### config.mk
export PLATFORM = sky130hd
export DESIGN_NAME = mem_stage_lsu
export DESIGN_NICKNAME = d
export VERILOG_FILES = /design/src/rtl/mem_stage_lsu.sv
export SDC_FILE = /design/constraint.sdc
export NUM_CORES = 1
export LEC_CHECK = 0
export BUFFER_PORTS_ARGS = -buffer_cell sky130_fd_sc_hd__buf_2
export CAP_MARGIN = 40
export CORE_MARGIN = 1
export CORE_UTILIZATION = 50
export CTS_CLUSTER_SIZE = 40
export DETAILED_ROUTE_END_ITERATION = 10
export PLACE_DENSITY = 0.8
export SLEW_MARGIN = 10
export SYNTH_ARGS = -nofsm -noshare
export SYNTH_HDL_FRONTEND = slang
export SYNTH_SLANG_ARGS = --single-unit
### constraint.sdc
create_clock -name clk -period 2.97 [get_ports clk]
set_input_delay 0.594 -clock clk [delete_from_list [all_inputs] [get_ports clk]]
set_output_delay 0.594 -clock clk [all_outputs]
set_load 0.02 [all_outputs]
### src/rtl/mem_stage_lsu.sv
// mem_stage_lsu: M-stage load/store unit for the 5-stage RV32I pipeline.
// It turns the M-stage memory controls into a single request/acknowledge
// transaction on the data bus. The pipeline is stalled until the access
// completes. It also handles byte/halfword lane steering, load extension,
// misalignment detection and bus timeout.
//
// Ports:
//   clk, rst           pipeline clock (rising edge); synchronous active-low reset
//   mem_rd_M/mem_wr_M  load / store in M (both set -> load)
//   mem_mask_M         funct3 size code (B, H, W, BU, HU; 011/110/111 -> W)
//   alu_o_M            effective byte address
//   wr_data_M          store data (rs2)
//   rd_data_M          extended load result
//   stall_M            hold F/D/E/M pipeline registers
//   misalign_M         one-cycle pulse, misaligned access (no bus cycle)
//   fault_M            one-cycle pulse, bus error or timeout
//   bus_*              registered request/ack data-memory bus
module mem_stage_lsu #(
  parameter int unsigned TIMEOUT = 255
) (
  input  logic        clk,
  input  logic        rst,
  input  logic        mem_rd_M,
  input  logic        mem_wr_M,
  input  logic [2:0]  mem_mask_M,
  input  logic [31:0] alu_o_M,
  input  logic [31:0] wr_data_M,
  output logic [31:0] rd_data_M,
  output logic        stall_M,
  output logic        misalign_M,
  output logic        fault_M,
  output logic        bus_req,
  output logic        bus_we,
  output logic [31:0] bus_addr,
  output logic [3:0]  bus_be,
  output logic [31:0] bus_wdata,
  input  logic        bus_ack,
  input  logic [31:0] bus_rdata,
  input  logic        bus_err
);

  typedef enum logic [1:0] {
    IDLE = 2'd0,
    REQ  = 2'd1,
    DONE = 2'd2
  } state_t;

  localparam logic [9:0] TIMEOUT_LIM = 10'(TIMEOUT);

  // Access size codes.
  localparam logic [1:0] SZ_B = 2'd0;
  localparam logic [1:0] SZ_H = 2'd1;
  localparam logic [1:0] SZ_W = 2'd2;

  state_t      state;
  logic [9:0]  to_cnt;
  logic        fault_q;
  logic [31:0] rd_q;
  logic        ld_q;
  logic        uns_q;
  logic [1:0]  size_q;
  logic [1:0]  off_q;

  logic        access;
  logic        aligned;
  logic [1:0]  size;
  logic [1:0]  off;
  logic [3:0]  be_nxt;
  logic [31:0] wdata_nxt;
  logic [31:0] rdata_sh;
  logic [31:0] ld_ext;
  logic [9:0]  to_cnt_inc;
  logic        timeout_hit;

  // Request decode from the live M-stage controls.
  always_comb begin
    access    = mem_rd_M | mem_wr_M;
    off       = alu_o_M[1:0];
    // funct3[1] set covers 010/011/110/111, all word accesses.
    size      = mem_mask_M[1] ? SZ_W : {1'b0, mem_mask_M[0]};
    aligned   = 1'b1;
    be_nxt    = 4'b1111;
    wdata_nxt = wr_data_M;
    case (size)
      SZ_B: begin
        be_nxt    = 4'b0001 << off;
        wdata_nxt = {4{wr_data_M[7:0]}};
      end
      SZ_H: begin
        aligned   = ~off[0];
        be_nxt    = 4'b0011 << off;
        wdata_nxt = {2{wr_data_M[15:0]}};
      end
      default: begin
        aligned   = (off == 2'b00);
        be_nxt    = 4'b1111;
        wdata_nxt = wr_data_M;
      end
    endcase
  end

  // Load extension uses the size/offset latched at request time.
  always_comb begin
    rdata_sh = bus_rdata >> {off_q, 3'b000};
    case (size_q)
      SZ_B:    ld_ext = uns_q ? {24'h000000, rdata_sh[7:0]}
                              : {{24{rdata_sh[7]}}, rdata_sh[7:0]};
      SZ_H:    ld_ext = uns_q ? {16'h0000, rdata_sh[15:0]}
                              : {{16{rdata_sh[15]}}, rdata_sh[15:0]};
      default: ld_ext = bus_rdata;
    endcase
  end

  // Saturating increment; the limit is compared against the count this
  // REQ cycle will have consumed, so TIMEOUT=N gives N REQ cycles.
  always_comb begin
    to_cnt_inc  = (to_cnt == '1) ? to_cnt : to_cnt + 10'd1;
    timeout_hit = (to_cnt_inc >= TIMEOUT_LIM);
  end

  always_ff @(posedge clk) begin
    if (!rst) begin
      state     <= IDLE;
      bus_req   <= 1'b0;
      bus_we    <= 1'b0;
      bus_addr  <= '0;
      bus_be    <= '0;
      bus_wdata <= '0;
      rd_q      <= '0;
      fault_q   <= 1'b0;
      to_cnt    <= '0;
      ld_q      <= 1'b0;
      uns_q     <= 1'b0;
      size_q    <= SZ_B;
      off_q     <= 2'b00;
    end else begin
      case (state)
        IDLE: begin
          if (access) begin
            if (aligned) begin
              bus_req   <= 1'b1;
              bus_we    <= ~mem_rd_M;
              bus_addr  <= {alu_o_M[31:2], 2'b00};
              bus_be    <= be_nxt;
              bus_wdata <= wdata_nxt;
              ld_q      <= mem_rd_M;
              uns_q     <= mem_mask_M[2];
              size_q    <= size;
              off_q     <= off;
              to_cnt    <= '0;
              fault_q   <= 1'b0;
              state     <= REQ;
            end else begin
              rd_q <= '0;
            end
          end
        end
        REQ: begin
          if (bus_ack) begin
            bus_req <= 1'b0;
            fault_q <= bus_err;
            if (ld_q) rd_q <= bus_err ? '0 : ld_ext;
            state   <= DONE;
          end else begin
            to_cnt <= to_cnt_inc;
            if (timeout_hit) begin
              bus_req <= 1'b0;
              fault_q <= 1'b1;
              if (ld_q) rd_q <= '0;
              state   <= DONE;
            end
          end
        end
        DONE: begin
          fault_q <= 1'b0;
          state   <= IDLE;
        end
        default: state <= IDLE;
      endcase
    end
  end

  always_comb begin
    stall_M    = ((state == IDLE) && access && aligned) || (state == REQ);
    misalign_M = (state == IDLE) && access && !aligned;
    fault_M    = (state == DONE) && fault_q;
    // A misaligned load returns zero in the same cycle it is flagged.
    rd_data_M  = misalign_M ? '0 : rd_q;
  end

endmodule
# Word-level counts from Yosys, hierarchy flattened
# Cells that the tools add are included.
dict set report totals {
  inputBits 105
  out_inout_bits 105
  regBits 119
  wordCells 86
}
dict set report op_classes {
  n_lt_le_gt_ge 1
  n_addsub 1
  n_eq_ne 11
  bitwise_logic 3
  n_reduce_logical 18
  muxes 36
  shift 3
}
# cell n
set op_table {}
lappend op_table {{32-bit two-way mux} 10}
lappend op_table {{32-bit one-hot mux with 2 select lines} 3}
lappend op_table {{10-bit two-way mux} 4}
lappend op_table {{32-bit by 5-bit right shift with 16-bit output} 1}
lappend op_table {{10-bit one-hot mux with 2 select lines} 1}
lappend op_table {{4-bit AND reduction} 3}
lappend op_table {{10-bit by 1-bit adder with 10-bit output (second input constant)} 1}
lappend op_table {{10-bit == test (second input constant)} 1}
lappend op_table {{10-bit by 8-bit greater-or-equal comparator with 1-bit output (second input constant)} 1}
lappend op_table {{2-bit two-way mux} 5}
lappend op_table {{2-bit inequality test (second input constant)} 5}
lappend op_table {{2-bit logical NOT} 4}
lappend op_table {{1-bit two-way mux} 8}
lappend op_table {{4-bit one-hot mux with 2 select lines} 1}
lappend op_table {{2-bit by 1-bit == test with 1-bit output (second input constant)} 3}
lappend op_table {{3-bit AND reduction} 2}
lappend op_table {{5-bit AND reduction} 1}
lappend op_table {{1-bit logical AND} 4}
lappend op_table {{1-bit one-hot mux with 2 select lines} 2}
lappend op_table {{2-bit one-hot mux with 2 select lines} 1}
lappend op_table {{1-bit by 2-bit << shifter with 4-bit output (first input constant)} 1}
lappend op_table {{2-bit by 2-bit << shifter with 4-bit output (first input constant)} 1}
lappend op_table {{3-bit inequality test (second input constant)} 1}
lappend op_table {{1-bit one-hot mux with 3 select lines} 1}
lappend op_table {{7 further kinds} 8}

# Depth between registers and ports, before layout
dict set report depth {
  depth_word 7
  depth_mapped 8
  depth_no_buf 7
}

# Worst setup path after synthesis
# Ideal clock, no wire load.
dict set report synth_path {
  path_kind {input-to-output}
  start {input port mem_mask_M[1]}
  end {output port rd_data_M[22]}
  cell_stages 6
  path_slack_ns 0.185
  required_time_ns 2.376
  arrival_time_ns 2.191
  path_buffers 2
  cell_sequence {clkbuf_1 > nor2_1 > or2_2 > nor2_1 > clkbuf_1 > nor2b_1}
}
dict set report synth_between {
  elab_chain_len 6
  elab_cells_between_ends 7
  cone_classes {eq/ne: 1; mux: 3; reduce/logical: 3}
}
# item line_no
set synth_lines {}
lappend synth_lines {{from (decl)} 25} ;# input logic [2:0] mem_mask_M,
lappend synth_lines {{2-bit two-way mux (*)} 80} ;# size = mem_mask_M[1] ? SZ_W : {1'b0, mem_mask_M[0]};
lappend synth_lines {{2-bit by 1-bit == test with 1-bit output or 2-bit logical NOT (tied branches)} 84} ;# case (size)
lappend synth_lines {{1-bit one-hot mux with 2 select lines (*)} 84}
lappend synth_lines {{1-bit logical NOT (*)} 185} ;# misalign_M = (state == IDLE) && access && !aligned;
lappend synth_lines {{1-bit logical AND (*)} 185}
lappend synth_lines {{named net misalign_M} 30} ;# output logic misalign_M,
lappend synth_lines {{32-bit two-way mux (*)} 188} ;# rd_data_M = misalign_M ? '0 : rd_q;
lappend synth_lines {{to (decl)} 28} ;# output logic [31:0] rd_data_M,
# The timed path passes the listed nets; every way through them passes the cells marked *.

# Worst setup path after layout
dict set report layout_path {
  start {register state[1]}
  end {output port rd_data_M[13]}
}
dict set report layout_between {
  elab_chain_len 4
}
# item line_no
set layout_lines {}
lappend layout_lines {{from (decl)} 55} ;# state_t state;
lappend layout_lines {{from (signal assigned)} 123} ;# state <= IDLE;
lappend layout_lines {{from (signal assigned)} 152} ;# state <= REQ;
lappend layout_lines {{from (signal assigned)} 163} ;# state <= DONE;
lappend layout_lines {{2-bit logical NOT} 185}
lappend layout_lines {{1-bit logical AND (2 in a row)} 185}
lappend layout_lines {{32-bit two-way mux} 188}
# No other way between the ends.

==> results.py <==
metrics = {
    "pwr": {
        "max-vdd-ir-drop_uv": 415,
        "leakagePower_nw": 3.32,
        "power_density_mw_per_mm2": 620,
    },
    "layout": {
        "fin_nets": 1040,
        "drive_gt1_frac": 0.294,
        "fillers": 960,
        "n_antenna_cell": 0,
        "area_growth_pct": 29.8,
        "final-instance-count-excl-fill": 1090,
        "final_common_cell": "buf_2",
        "final_cell_area_mm2": 0.00757,
        "final_cell_mix": "207 x buf_2, 174 x nand2_1, 119 x dfxtp_1, 90 x a21oi_1, 54 x o21ai_0",
    },
    "clocking": {
        "holdBufCountCts": 0,
        "cts_buffers": 17,
        "cts_tree": "built",
        "cts_max_path_buffers": 2,
        "cts-root-buf": "clkbuf_16",
        "insertion_delay_ns": 0.41,
        "htree_levels": 4,
        "clk_pin_slew_ns": 0.05,
        "post-cts-setup-buffers": 0,
        "cts-resized-gates": 0,
        "cts_sinks": 119,
    },
    "grt": {
        "overflow": 0,
        "grt_antenna_before_repair": 1,
        "grt_start_max_net_pins": 66,
        "grt_pass1_wl_um": 25900,
        "grtUsageTotal": 0.278,
        "grt_pass1_vias": 5386,
    },
    "worst_hold_path": {
        "hp-class": "input port to flip-flop",
    },
    "setup_path": {
        "path_max_fanout": 33,
        "endpoint": "rd_data_M[13]",
        "r2r-end": "rd_q[16]",
        "worstPathRequired_ns": 2.38,
        "r2r_slack_ns": 0.36,
        "setup.worst_path.start": "state[1]",
        "start_kind": "flip-flop",
        "rr_worst_depth": 8,
        "reg2reg_from": "to_cnt[0]",
        "crit_arrival_ns": 2.02,
        "end_kind": "output port",
        "crit_type": "flip-flop to output port",
    },
    "yosys": {
        "syn_area_mm2": 0.00583,
        "ys_ff_latch": 119,
        "ys_seq_area_frac": 0.409,
        "synthTopCellsByArea": "dfxtp_1 41%, nand2_1 11%, mux2i_1 8.8%",
        "synthFlopType": "dfxtp_1",
        "yosysTopAreaCell": "dfxtp_1",
        "yosysTopAreaCellShare": 0.409,
        "ys_warn_count": 0,
        "synth-edff-count": 0,
        "synth-async-reset-ratio": 0,
        "avgSynthCellArea_um2": 7.85,
        "yosys.cell_types.count": 54,
        "syn_inst": 743,
    },
    "place": {
        "dp.cells": 1058,
        "place_ws_ns": 0.400,
        "port_buffers": 207,
        "dp_hpwl_um": 11400,
        "placed_area_mm2": 0.00694,
        "place.gp.congestion": 0.890,
    },
    "drt": {
        "vias": 5968,
        "drc": 0,
        "ant_nets": 0,
        "vias_per_cell": 5.48,
        "wl_per_cell_um": 15.1,
        "drt-total-wl_um": 16500,
        "drtIter0Drc": 382,
        "firstDrtPassIters": 5,
    },
    "sta": {
        "fin_crit_sh": 0.879,
        "fmax_mhz": 383,
        "worst-slew-pin-transition_ns": 0.672,
        "fin_setup_tns_ns": 0,
        "rsz0062_at_grt": "false",
        "slew_violations": 0,
        "relSlewSlack": 0.551,
        "finalWorstSetupSlack_ns": 0.359,
        "clock_skew_ns": 0.00624,
        "setup_viol": 0,
        "period_minus_slack_ns": 2.61,
        "timing.final.hold_violations": 0,
    },
    "floorplanning": {
        "fp.dieH_um": 110,
        "start_util": 0.513,
        "rows": 39,
        "die_area_mm2": 0.0121,
        "ios": 210,
        "die_x_um": 110,
        "core-area_mm2": 0.0114,
    },
    "flow_run": {
        "maxCapViolCount": 0,
    },
    "run_status": {
        "outcome": "complete, no violations",
    },
}
## critical path: stages (launching register included)
cell and delay (ns):
dfxtp_1 0.39, nor2_1 0.24, o21ai_1 0.11, buf_4 0.18, nor2_2 0.10, buf_4 0.31
nor2b_1 0.09, buf_2 0.17
## cells in the mapped netlist (3+ instances only)
| library cell | count |
|---|---|
| nand2_1 | 174 |
| a311oi_1 | 10 |
| o221ai_1 | 7 |
| a221oi_1 | 7 |
| nor2_1 | 51 |
| nor4_1 | 3 |
| clkbuf_1 | 35 |
| and3_1 | 4 |
| o31ai_1 | 3 |
| dfxtp_1 | 119 |
| nand4_1 | 3 |
| buf_1 | 6 |
| o21ai_0 | 54 |
| nor2b_1 | 36 |
| nand3_1 | 5 |
| o2bb2ai_1 | 8 |
| nor3_1 | 14 |
| nand2b_1 | 4 |
| inv_1 | 7 |
| mux2i_1 | 51 |
| a21oi_1 | 90 |
| buf_8 | 3 |
| buf_4 | 4 |
| o221a_2 | 4 |
| a31oi_1 | 3 |
## final cells by class
class	count	area (µm²)	area share
multi-input cells	560	3130	0.413
flip-flops and latches	119	2380	0.315
repair buffers	228	1220	0.161
clock buffers	19	453	0.0598
well taps	143	179	0.0236
clock inverters	13	178	0.0235
inverters	8	30.0	0.00397
## state kept, by name, indices dropped and copies added, names as in the netlist
| register | flops |
|---|---|
| bus_addr | 30 |
| bus_be | 4 |
| bus_req | 1 |
| bus_wdata | 32 |
| bus_we | 1 |
| fault_q | 1 |
| ld_q | 1 |
| off_q | 2 |
| rd_q | 32 |
| size_q | 2 |
| state | 2 |
| to_cnt | 10 |
| uns_q | 1 |
## kinds of logic (layout without fill, tap and decap cells)
logic type,Yosys count,count (layout),share of synthesized area
simple gates,304,304,0.232
mux,52,52,0.0895
compound gates,200,200,0.208
other cells,1,2,0.000643
fa+ha+maj,1,1,0.00215
flops,119,119,0.409
buf+inv,65,268,0.0575
xor+xnor,1,1,0.00150
## where the power goes
part / total, W / switching, W / internal [W]
Combinational: 0.000780 / 0.000498 / 0.000282
Sequential: 0.00174 / 0.0000519 / 0.00169
Clock: 0.00217 / 0.000730 / 0.00144
Total: 0.00469 / 0.00128 / 0.00341
## how the worst min path moves through the flow
stage	end	startpoint	slack, ns	cells past startpoint
6_report	bus_addr[25]	alu_o_M[25]	0.42	3
2_1_floorplan	rd_q[0]	rd_q[0]	0.43	2
3_5_place_dp	bus_we	bus_we	0.44	2
4_1_cts	bus_addr[10]	alu_o_M[10]	0.40	3
3_3_place_gp	bus_we	bus_we	0.44	2
5_1_grt	bus_addr[9]	alu_o_M[9]	0.42	3
## metrics by stage
step | utilization | hold slack (ns) | power (W)
after global placement | 0.610 | 0.436 | 0.00254
after CTS | 0.666 | 0.404 | 0.00472
final | 0.666 | 0.417 | 0.00469
after floorplan | - | 0.430 | 0.00227
after detailed placement | 0.610 | 0.442 | 0.00255
after global routing | 0.666 | 0.421 | 0.00487
## routing by layer
layer | vias up | part of all wire | track usage | wire length [µm]
li1 | 2955 | - | - | -
met1 | 2721 | 0.41 | 0.337 | 6820
met2 | 255 | 0.47 | 0.454 | 7820
met3 | 35 | 0.091 | 0.0864 | 1500
met4 | 2 | 0.020 | 0.120 | 332
met5 | - | 0.00067 | 0 | 11
Power figures use the tool's default switching activity.
